<file path="config.mk">
export PLATFORM = sky130hd
export DESIGN_NAME = gps_transmitter
export DESIGN_NICKNAME = d
export VERILOG_FILES = /design/src/rtl/gps_transmitter.sv
export SDC_FILE = /design/constraint.sdc
export NUM_CORES = 1
export LEC_CHECK = 0
export ABC_CLOCK_PERIOD_IN_PS = 2000
export BUFFER_PORTS_ARGS = -buffer_cell sky130_fd_sc_hd__buf_4
export CAP_MARGIN = 20
export CORE_MARGIN = 3
export CORE_UTILIZATION = 55
export DETAILED_ROUTE_END_ITERATION = 6
export GPL_TIMING_DRIVEN = 0
export PLACE_DENSITY = 0.93
export SLEW_MARGIN = 20
export SYNTH_ARGS = -nofsm -noshare
export SYNTH_HDL_FRONTEND = slang
export SYNTH_SLANG_ARGS = --single-unit
</file>
<file path="constraint.sdc">
create_clock -name clock -period 2 [get_ports clock]
set_input_delay 0.1 -clock clock [delete_from_list [all_inputs] [get_ports clock]]
set_output_delay 0.1 -clock clock [all_outputs]
set_load 0.1 [all_outputs]
</file>
<file path="src/rtl/gps_transmitter.sv">
// GPZDA sentence serialiser: parallel ASCII time/date fields in, valid/ready byte stream out.
// Optional checksum tail "*C1C0" is built when GPS_TX_CHECKSUM_EN is defined.
module gps_transmitter #(
  parameter int              B         = 8,
  parameter logic [6*B-1:0]  PREFIX    = "$GPZDA",
  parameter logic [B-1:0]    SEPARATOR = ",",
  parameter logic [2*B-1:0]  CENTURY   = "20"
) (
  input  logic           clock,
  input  logic           reset_n,
  input  logic           start,
  input  logic [2*B-1:0] hour,
  input  logic [2*B-1:0] minute,
  input  logic [2*B-1:0] second,
  input  logic [2*B-1:0] day,
  input  logic [2*B-1:0] month,
  input  logic [2*B-1:0] year,
  input  logic           ready,
  output logic           load,
  output logic [B-1:0]   data,
  output logic           busy,
  output logic           done,
  output logic [2:0]     state
);

  // Handshake: a byte moves on a clock edge where load && ready; while load=1
  // and ready=0 the byte on data and load itself stay unchanged.

  localparam logic [2:0] S_IDLE  = 3'd0;
  localparam logic [2:0] S_BODY  = 3'd1;
`ifdef GPS_TX_CHECKSUM_EN
  localparam logic [2:0] S_STAR  = 3'd2;
  localparam logic [2:0] S_SUMHI = 3'd3;
  localparam logic [2:0] S_SUMLO = 3'd4;
`endif
  localparam logic [2:0] S_CR    = 3'd5;
  localparam logic [2:0] S_LF    = 3'd6;

  localparam logic [5:0]   LAST_INDEX = 6'd32;
  localparam logic [B-1:0] CH_DOT     = B'(8'h2E);
  localparam logic [B-1:0] CH_ZERO    = B'(8'h30);
  localparam logic [B-1:0] CH_CR      = B'(8'h0D);
  localparam logic [B-1:0] CH_LF      = B'(8'h0A);
`ifdef GPS_TX_CHECKSUM_EN
  localparam logic [B-1:0] CH_STAR    = B'(8'h2A);
`endif

  logic [2:0]     fsm;
  logic [5:0]     index;
  logic [2*B-1:0] hour_s, minute_s, second_s, day_s, month_s, year_s;
  logic [B-1:0]   body_char;
  logic [B-1:0]   data_c;
  logic           xfer;
`ifdef GPS_TX_CHECKSUM_EN
  logic [B-1:0]   checksum;

  function automatic logic [B-1:0] hex_char(input logic [3:0] nib);
    if (nib < 4'd10) return {{(B-4){1'b0}}, nib} + B'(8'h30);
    else             return {{(B-4){1'b0}}, nib} + B'(8'h37);
  endfunction
`endif

  assign load  = (fsm != S_IDLE);
  assign busy  = load;
  assign xfer  = load && ready;
  assign data  = data_c;
  assign state = fsm;

  // Fixed body layout: $GPZDA,hhmmss.00,dd,mm,CCyy,00,00
  always_comb begin
    body_char = '0;
    case (index)
      6'd0:  body_char = PREFIX[6*B-1 -: B];
      6'd1:  body_char = PREFIX[5*B-1 -: B];
      6'd2:  body_char = PREFIX[4*B-1 -: B];
      6'd3:  body_char = PREFIX[3*B-1 -: B];
      6'd4:  body_char = PREFIX[2*B-1 -: B];
      6'd5:  body_char = PREFIX[B-1 -: B];
      6'd6:  body_char = SEPARATOR;
      6'd7:  body_char = hour_s[2*B-1 -: B];
      6'd8:  body_char = hour_s[B-1 -: B];
      6'd9:  body_char = minute_s[2*B-1 -: B];
      6'd10: body_char = minute_s[B-1 -: B];
      6'd11: body_char = second_s[2*B-1 -: B];
      6'd12: body_char = second_s[B-1 -: B];
      6'd13: body_char = CH_DOT;
      6'd14: body_char = CH_ZERO;
      6'd15: body_char = CH_ZERO;
      6'd16: body_char = SEPARATOR;
      6'd17: body_char = day_s[2*B-1 -: B];
      6'd18: body_char = day_s[B-1 -: B];
      6'd19: body_char = SEPARATOR;
      6'd20: body_char = month_s[2*B-1 -: B];
      6'd21: body_char = month_s[B-1 -: B];
      6'd22: body_char = SEPARATOR;
      6'd23: body_char = CENTURY[2*B-1 -: B];
      6'd24: body_char = CENTURY[B-1 -: B];
      6'd25: body_char = year_s[2*B-1 -: B];
      6'd26: body_char = year_s[B-1 -: B];
      6'd27: body_char = SEPARATOR;
      6'd28: body_char = CH_ZERO;
      6'd29: body_char = CH_ZERO;
      6'd30: body_char = SEPARATOR;
      6'd31: body_char = CH_ZERO;
      6'd32: body_char = CH_ZERO;
      default: body_char = '0;
    endcase
  end

  always_comb begin
    data_c = '0;
    case (fsm)
      S_BODY:  data_c = body_char;
`ifdef GPS_TX_CHECKSUM_EN
      S_STAR:  data_c = CH_STAR;
      S_SUMHI: data_c = hex_char(checksum[7:4]);
      S_SUMLO: data_c = hex_char(checksum[3:0]);
`endif
      S_CR:    data_c = CH_CR;
      S_LF:    data_c = CH_LF;
      default: data_c = '0;
    endcase
  end

  always_ff @(posedge clock or negedge reset_n) begin
    if (!reset_n) begin
      fsm      <= S_IDLE;
      index    <= '0;
      done     <= 1'b0;
      hour_s   <= '0;
      minute_s <= '0;
      second_s <= '0;
      day_s    <= '0;
      month_s  <= '0;
      year_s   <= '0;
`ifdef GPS_TX_CHECKSUM_EN
      checksum <= '0;
`endif
    end else begin
      done <= 1'b0;
      case (fsm)
        S_IDLE: begin
          if (start) begin
            hour_s   <= hour;
            minute_s <= minute;
            second_s <= second;
            day_s    <= day;
            month_s  <= month;
            year_s   <= year;
            index    <= '0;
`ifdef GPS_TX_CHECKSUM_EN
            checksum <= '0;
`endif
            fsm      <= S_BODY;
          end
        end
        S_BODY: begin
          if (xfer) begin
`ifdef GPS_TX_CHECKSUM_EN
            // '$' at index 0 is excluded from the XOR
            if (index != 6'd0) checksum <= checksum ^ body_char;
`endif
            if (index == LAST_INDEX) begin
              index <= '0;
`ifdef GPS_TX_CHECKSUM_EN
              fsm   <= S_STAR;
`else
              fsm   <= S_CR;
`endif
            end else begin
              index <= index + 6'd1;
            end
          end
        end
`ifdef GPS_TX_CHECKSUM_EN
        S_STAR:  if (xfer) fsm <= S_SUMHI;
        S_SUMHI: if (xfer) fsm <= S_SUMLO;
        S_SUMLO: if (xfer) fsm <= S_CR;
`endif
        S_CR:    if (xfer) fsm <= S_LF;
        S_LF: begin
          if (xfer) begin
            fsm  <= S_IDLE;
            done <= 1'b1;
          end
        end
        default: fsm <= S_IDLE;
      endcase
    end
  end

endmodule

</file>
==> results of run 1 <==
per-stage QoR:
stage / cell area [um2] / total power [uW] / util (%)
4_1_cts: 8370 / 12200 / 93.2
3_5_place_dp: 6520 / 9440 / 72.6
6_report: 8620 / 14300 / 96.0
3_3_place_gp: 6510 / 9190 / 72.6
2_1_floorplan: 5510 / 7990 / -
5_1_grt: 8610 / 14400 / 96.0
Yosys cell counts, drive strengths merged, types with 4 or more instances:
cell type,instances,area share (%)
a22oi,32,4.6
dfrtp,106,51
a221oi,7,1.2
nor3,10,1.8
a22o,6,1.0
nand2b,4,0.53
and3,10,1.3
o31ai,4,0.57
ha,4,0.96
inv,8,0.57
mux2,95,20
clkbuf,7,0.50
nand2,20,1.4
nor2,11,0.93
o21ai,20,2.0
nand3,5,0.48
a31oi,4,0.48
buf,21,3.1
nor2b,8,1.0
a21oi,10,0.96
power by group through the flow:
stage	Sequential [uW]	Combinational (uW)	Clock, uW
floorplan	3570	4430	0
global placement	3650	5540	0
detailed placement	3740	5700	0
CTS	3750	7150	1260
global route	4140	8820	1400
finish	4170	8760	1380
repair_timing:
item	in CTS	in global routing
buffers inserted	36	18
gates cloned	2	0
endpoints found under the hold margin	202	0
setup endpoints to repair	57	102
resized for setup	93	35
hold buffers	97	0
pin swaps	26	31
worst max-delay path, delay by kind of cell (launching register included):
family          cells  cell delay, ns
buf+inv             3            0.58
compound gates      3            0.80
simple gates        3            0.79
flops               1            0.42
sequential cells by signal, indices dropped and copies added, names as in the netlist, 3 cells and up:
signal / flops
minute_s: 16
month_s: 16
state: 3
hour_s: 16
day_s: 16
year_s: 16
index: 6
second_s: 16
worst paths after layout:
path                                to  cells after the start  slack (ns)   startpoint
setup / recovery               data[3]                      9       -1.11     index[5]
hold / removal                    done                      2        0.05        ready
setup reg to reg              index[5]                      8       -0.23     index[0]
hold reg to reg            minute_s[9]                      1        0.53  minute_s[9]
max in group asynchronous     state[0]                      2        0.86      reset_n
min in group asynchronous   hour_s[10]                      2        0.34      reset_n
layout make-up:
cell class	count	area (um2)	share of cell area (%)
antenna	2	5.00	0.0581
buffer	23	250	2.90
clock buffer	9	124	1.44
clock inverter	6	50.0	0.581
inverter	8	37.5	0.435
multi-input combinational	280	2900	33.7
sequential	106	2660	30.9
tap	126	158	1.83
timing repair buffer	266	2430	28.2
layer usage:
metal  vias up  track usage (%)  part of all wire (%)
met1      2835             58.7                    30
li1       2107                -                     -
met5         -                0                  0.14
met3       347             17.0                    17
met4         2             30.5                    11
met2       882             72.5                    41
kinds of logic after synthesis:
family | synth area share, %
adder cells (fa/ha/maj) | 0.958
XOR/XNOR | 0.168
AO/OA/AOI/OAI | 13.3
buffers and inverters | 4.17
AND/OR/NAND/NOR | 9.77
multiplexers | 20.9
flip-flops | 50.8
==> results.md, run 1 <==
- First-pass DRT Iterations: 7
- Global Route Usage Sum: 48.0%
- Clock network fraction of design power: 9.7%
- Via count of the first global-routing pass: 6050
- Initial core utilization: 58.2%
- Leakage: 0.00384 uW
- CTS buffer count: 9
- Antenna violations before repair: 2
- Setup TNS: -8.78 ns
- Peak supply drop: 1.31 mV
- Vias: 6173
- Largest stage delay, worst path: 0.42 ns
- Setup WS pre-CTS: -0.551 ns
- Most frequent cells in the layout: buf_4 (155), dfrtp_1 (99), dlygate4sd3_1 (97), mux2_1 (66), mux2_4 (28)
- Cell Area, Synth: 5230 um2
- Slew margin rel.: 30.6%
- Overflow after GRT: 0
- CTS H-tree depth: 3
- Post-Syn Nets: 526
- Crit path kind: flip-flop to output port
- Req. time, crit path: 1.90 ns
- CTS tree: yes
- DR DRC count: 218
- Psw: 7200 uW
- Final Wtd Congestion: 0.977
- Arrival time at the worst endpoint: 3.01 ns
- DRT iter0 DRCs: 1038
- Yosys reg bits: 106
- YS warnings: 0
- Layout cells sized above 1: 45.1%
- Slowest CP cell: dfrtp_1
- Max Cap Viol: 0
- Routed Antenna Nets: 0
- Hold WC Path Type: primary input to flip-flop
- Largest net degree at the start of global routing: 107
- Logic pwr share: 61.2%
- Routed Wire Length: 29.4 mm
- Fmax: 321 MHz
- Hold_ws: 0.0492 ns
- DP Wirelength: 11.3 mm
- Power per standard cell area: 1660 nW/um2
- FP Rows: 34
- Pins Over Slew Limit: 0
- Final Non-Filler Cells: 826
- Core ar.: 8980 um2
- Worst setup EP type: output port
- Die W: 103 um
- Die footprint: 10700 um2
- Critical-path cell list: buf_4, nand3b_1, nor3_4, buf_6, a22oi_2, nand4_1, a2111oi_4, o211ai_4, buf_12
- Status: finished with violations
- Startpoint types: flip-flop
- Mapped Cells: 422
- Area growth from synthesis to layout: 64.9%
- Fin nets: 798
- Clock sinks: 106
- Clock Pin Slew Worst Setup and Hold Paths: 0.12 ns
- Worst Tran Pin Value: 1.04 ns
- Clk root buf: clkbuf_8
- Mean area per synthesized cell: 12.4 um2
- Crit-path max FO: 10
- Yosys cell types: 54
- DR WL/cell: 35.6 um
- Final Hold Vio Count: 0
- Vias/cell: 7.47
- Setup Viol. Count Final: 38
- Max clock buf depth: 2
- Min Tclk post-route: 3.11 ns
- Placed insts: 661
- Port buffer count: 113
- Post-layout worst setup margin: -1.11 ns
- Internal: 7100 uW
- Ys flop type: dfrtp_1
- Clock insertion delay at the later pin of the skew report: 0.41 ns
- Top Ports: 114
- Period utilization: 156%
- Skew final: 0.0235 ns
- EDFF count, synth: 0
- Violated checks: DRC, setup timing
- Seq pwr share: 29.1%
- Die height: 103 um
- FILL cells: 177
- First-pass GRT wire length: 36.9 mm
- Commonest non-fill, non-tap cell in the layout: buf_4
- RSZ-0062 raised after global routing: yes
- Async set-reset flop share out of synthesis: 100%
- Switching share of total power: 50.3%
- Seq/Total Area, Yosys: 50.8%
Note: power is estimated with default switching activity, not from simulation.
==> run 2, diff against run 1 <==
--- a/config.mk
+++ b/config.mk
@@ -8,6 +8,7 @@
 export ABC_CLOCK_PERIOD_IN_PS = 2000
 export BUFFER_PORTS_ARGS = -buffer_cell sky130_fd_sc_hd__buf_4
 export CAP_MARGIN = 20
+export CORE_ASPECT_RATIO = 1.4
 export CORE_MARGIN = 3
 export CORE_UTILIZATION = 55
 export DETAILED_ROUTE_END_ITERATION = 6
==> results.md, run 2 <==
- Global Route Usage Sum: 66.1%
- Initial core utilization: 57.2%
- Largest net degree at the start of global routing: 107
- Clock sinks: 106
- Xor-xnor portion of the synthesized cell area: 0.168%
- Status: aborted with a tool error
- Async set-reset flop share out of synthesis: 100%
- Worst-path endpoint after global-route repair_timing: data[3]
- Post-synthesis compound-gate area fraction: 13.3%
- Adder-Cell Fraction of Synth Area: 0.958%
- Top Ports: 114
- Yosys cell types: 54
- Fail Step: global routing
- Ys flop type: dfrtp_1
- Most frequent cell after synthesis: dfrtp_1
- Cell Area, Synth: 5230 um2
- Synth top area cells: dfrtp_1 (51%), mux2_1 (20%), a22oi_1 (4.6%)
- Overflow after GRT: 1
- Seq/Total Area, Yosys: 50.8%
- Max clock buf depth: 2
- Err: [ERROR GRT-0232] Routing congestion too high. Check the congestion heatmap in the GUI.
- Synth top cells by count: dfrtp_1 (106), mux2_1 (95), a22oi_1 (32)
- Mean area per synthesized cell: 12.4 um2
- Mapped Cells: 422
- EDFF count, synth: 0
- YS warnings: 0
- CTS buffer count: 9
- DP Wirelength: 11.4 mm
- Mux cell area share after synthesis: 20.9%
- Clk root buf: clkbuf_16
- Worst ep type: top-level output
- Final Wtd Congestion: 0.927
- Synth area leader: dfrtp_1
- Port buffer count: 113
- FP Rows: 41
- Die height: 121 um
- Simple logic cell fraction of the synthesized area: 9.77%
- CTS H-tree depth: 3
- Die W: 88.4 um
- Yosys reg bits: 106
- Main combinational cell family by area after synthesis: multiplexers
- Post-Syn Nets: 526
- Top-area cell type share of the netlist area: 50.8%
-- run 2: cell counts after synthesis --
Identical to the previous run, type by type.
-- run 2: kinds of logic after synthesis --
family,after synthesis
and+or+nand+nor,80
adders and majority gates,4
muxes,97
xor gates and xnor gates,1
buffers and inverters,36
DFF,106
AOI/OAI and AO/OA,98
-- run 2: routing by layer --
metal	track usage, %	GRT overflow
met5	8.02	0
met1	68.1	0
met4	60.6	1
met2	84.4	0
met3	47.8	0
-- run 2: per-stage QoR --
| stage | instances | instance area, um2 | hold slack (ns) | setup TNS (ns) | setup WS [ns] |
|---|---|---|---|---|---|
| floorplan | 422 | 5510 | -0.196 | -18.97 | -0.235 |
| global placement | 642 | 6490 | 0.317 | -3.88 | -0.527 |
| detailed placement | 642 | 6490 | 0.283 | -4.58 | -0.539 |
| CTS | 784 | 8400 | 0.00103 | -4.80 | -0.628 |
-- run 2: repair_timing --
item	in CTS
setup buffers	36
pin swaps	14
endpoints found under the setup margin	70
gates resized for setup	64
hold buffers	90
gates cloned	3
endpoints found under the hold margin	195
==> run 3, diff against run 2 <==
--- a/config.mk
+++ b/config.mk
@@ -8,12 +8,11 @@
 export ABC_CLOCK_PERIOD_IN_PS = 2000
 export BUFFER_PORTS_ARGS = -buffer_cell sky130_fd_sc_hd__buf_4
 export CAP_MARGIN = 20
-export CORE_ASPECT_RATIO = 1.4
 export CORE_MARGIN = 3
-export CORE_UTILIZATION = 55
+export CORE_UTILIZATION = 40
 export DETAILED_ROUTE_END_ITERATION = 6
 export GPL_TIMING_DRIVEN = 0
-export PLACE_DENSITY = 0.93
+export PLACE_DENSITY_LB_ADDON = 0.15
 export SLEW_MARGIN = 20
 export SYNTH_ARGS = -nofsm -noshare
 export SYNTH_HDL_FRONTEND = slang
==> results.md, run 3 (synthesis results as in run 1) <==
- Status: finished with violations
- Violated checks: setup timing
- Top Ports: 114
- Antenna violations before repair: 0
- Clock sinks: 106
- Leakage: 0.00382 uW
- Fmax: 376 MHz
- Routed Antenna Nets: 0
- FP Rows: 41
- Hold WC Path Type: primary input to flip-flop
- Max clock buf depth: 2
- Routed Wire Length: 17.6 mm
- Clock Pin Slew Worst Setup and Hold Paths: 0.07 ns
- Worst Tran Pin Value: 0.989 ns
- First-pass GRT wire length: 26.6 mm
- Pins Over Slew Limit: 0
- CTS tree: yes
- Clock network fraction of design power: 13.2%
- First-pass DRT Iterations: 5
- Setup TNS: -5.07 ns
- Peak supply drop: 1.19 mV
- Vias: 4602
- CTS buffer count: 9
- Initial core utilization: 41.1%
- Startpoint types: flip-flop
- Internal: 7350 uW
- Worst setup EP type: output port
- FILL cells: 946
- DR DRC count: 0
- Core ar.: 12700 um2
- RSZ-0062 raised after global routing: yes
- Die W: 120 um
- Global Route Usage Sum: 24.3%
- Final Wtd Congestion: 0.907
- Psw: 5580 uW
- Die height: 120 um
- Fin nets: 786
- Via count of the first global-routing pass: 4908
- DP Wirelength: 11.2 mm
- Area growth from synthesis to layout: 65.2%
- Crit-path max FO: 4
- Slew margin rel.: 34.1%
- Port buffer count: 113
- Req. time, crit path: 1.90 ns
- Seq pwr share: 29.1%
- Vias/cell: 5.36
- DRT iter0 DRCs: 338
- Setup Viol. Count Final: 8
- Overflow after GRT: 0
- Logic pwr share: 57.7%
- Crit path kind: flip-flop to output port
- Skew final: 0.00847 ns
- Die footprint: 14500 um2
- Layout cells sized above 1: 41.4%
- Final Hold Vio Count: 0
- DR WL/cell: 20.5 um
- Most frequent cells in the layout: buf_4 (144), dfrtp_1 (99), dlygate4sd3_1 (97), mux2_1 (80), a22oi_1 (27)
- Switching share of total power: 43.1%
- CTS H-tree depth: 3
- Period utilization: 133%
- Post-layout worst setup margin: -0.660 ns
- Largest net degree at the start of global routing: 107
- N_diodes: 0
- Power per standard cell area: 1500 nW/um2
- Commonest non-fill, non-tap cell in the layout: buf_4
- Max Cap Viol: 0
- Core Util, Final: 67.9%
- Arrival time at the worst endpoint: 2.56 ns
- Min Tclk post-route: 2.66 ns
- Clock insertion delay at the later pin of the skew report: 0.35 ns
- Clk root buf: clkbuf_16
## run 3: final timing paths
check / startpoint / to / slack [ns] / depth (start not counted)
setup reg to reg: state[0] / month_s[8] / 0.07 / 5
setup / recovery: index[0] / data[3] / -0.66 / 8
hold / removal: start / state[0] / 0.04 / 3
min in group asynchronous: reset_n / index[5] / 0.42 / 2
max in group asynchronous: reset_n / state[0] / 0.76 / 2
hold reg to reg: second_s[11] / second_s[11] / 0.49 / 1
## run 3: metal layers
metal | up-vias | GRT usage, % | share of wire (%)
li1 | 2085 | - | -
met2 | 160 | 41.4 | 50
met5 | - | 0 | 0
met3 | 32 | 4.91 | 5.6
met1 | 2325 | 30.7 | 41
met4 | 0 | 8.85 | 3.0
## run 3: cell type report
type | count | area, um2 | share of cell area [%]
clock inverter | 5 | 38.8 | 0.449
tap | 172 | 215 | 2.49
clock buffer | 10 | 239 | 2.77
inverter | 8 | 35.0 | 0.406
timing repair buffer | 254 | 2350 | 27.2
buffer | 23 | 250 | 2.90
sequential | 106 | 2660 | 30.9
multi-input combinational | 280 | 2840 | 32.9
## run 3: repair_timing
action,4_1_cts,5_1_grt
hold buffers,97,0
gates resized for setup,72,33
cloned,0,1
hold endpoints to repair,202,0
endpoints found under the setup margin,52,99
setup buffers,28,16
pin swaps,20,21
## run 3: power groups by stage
stage / combinational (uW) / clock, uW / sequential [uW]
2_1_floorplan: 4430 / 0 / 3570
3_3_place_gp: 5640 / 0 / 3670
3_5_place_dp: 5700 / 0 / 3710
4_1_cts: 6860 / 1730 / 3720
5_1_grt: 7840 / 1820 / 3870
6_report: 7460 / 1710 / 3760
## run 3: critical path, stage by stage, from the launching register on
cell	delay (ns)
dfrtp_2	0.47
buf_4	0.16
ha_4	0.17
nor4b_4	0.15
buf_4	0.14
a221o_1	0.38
a2111oi_4	0.41
o211ai_4	0.14
buf_12	0.19
## run 3: through the flow
stage               power (uW)  hold WS (ns)  cells  area [um2]  setup slack (ns)
global placement          9310         0.316    707        6570            -0.671
floorplan                 7990        -0.196    422        5510            -0.235
CTS                      12300        0.0331    844        8380            -0.638
global route             13500        0.0579    858        8630            -0.737
detailed placement        9410         0.300    707        6580            -0.654
finish                   12900        0.0370    858        8630            -0.660
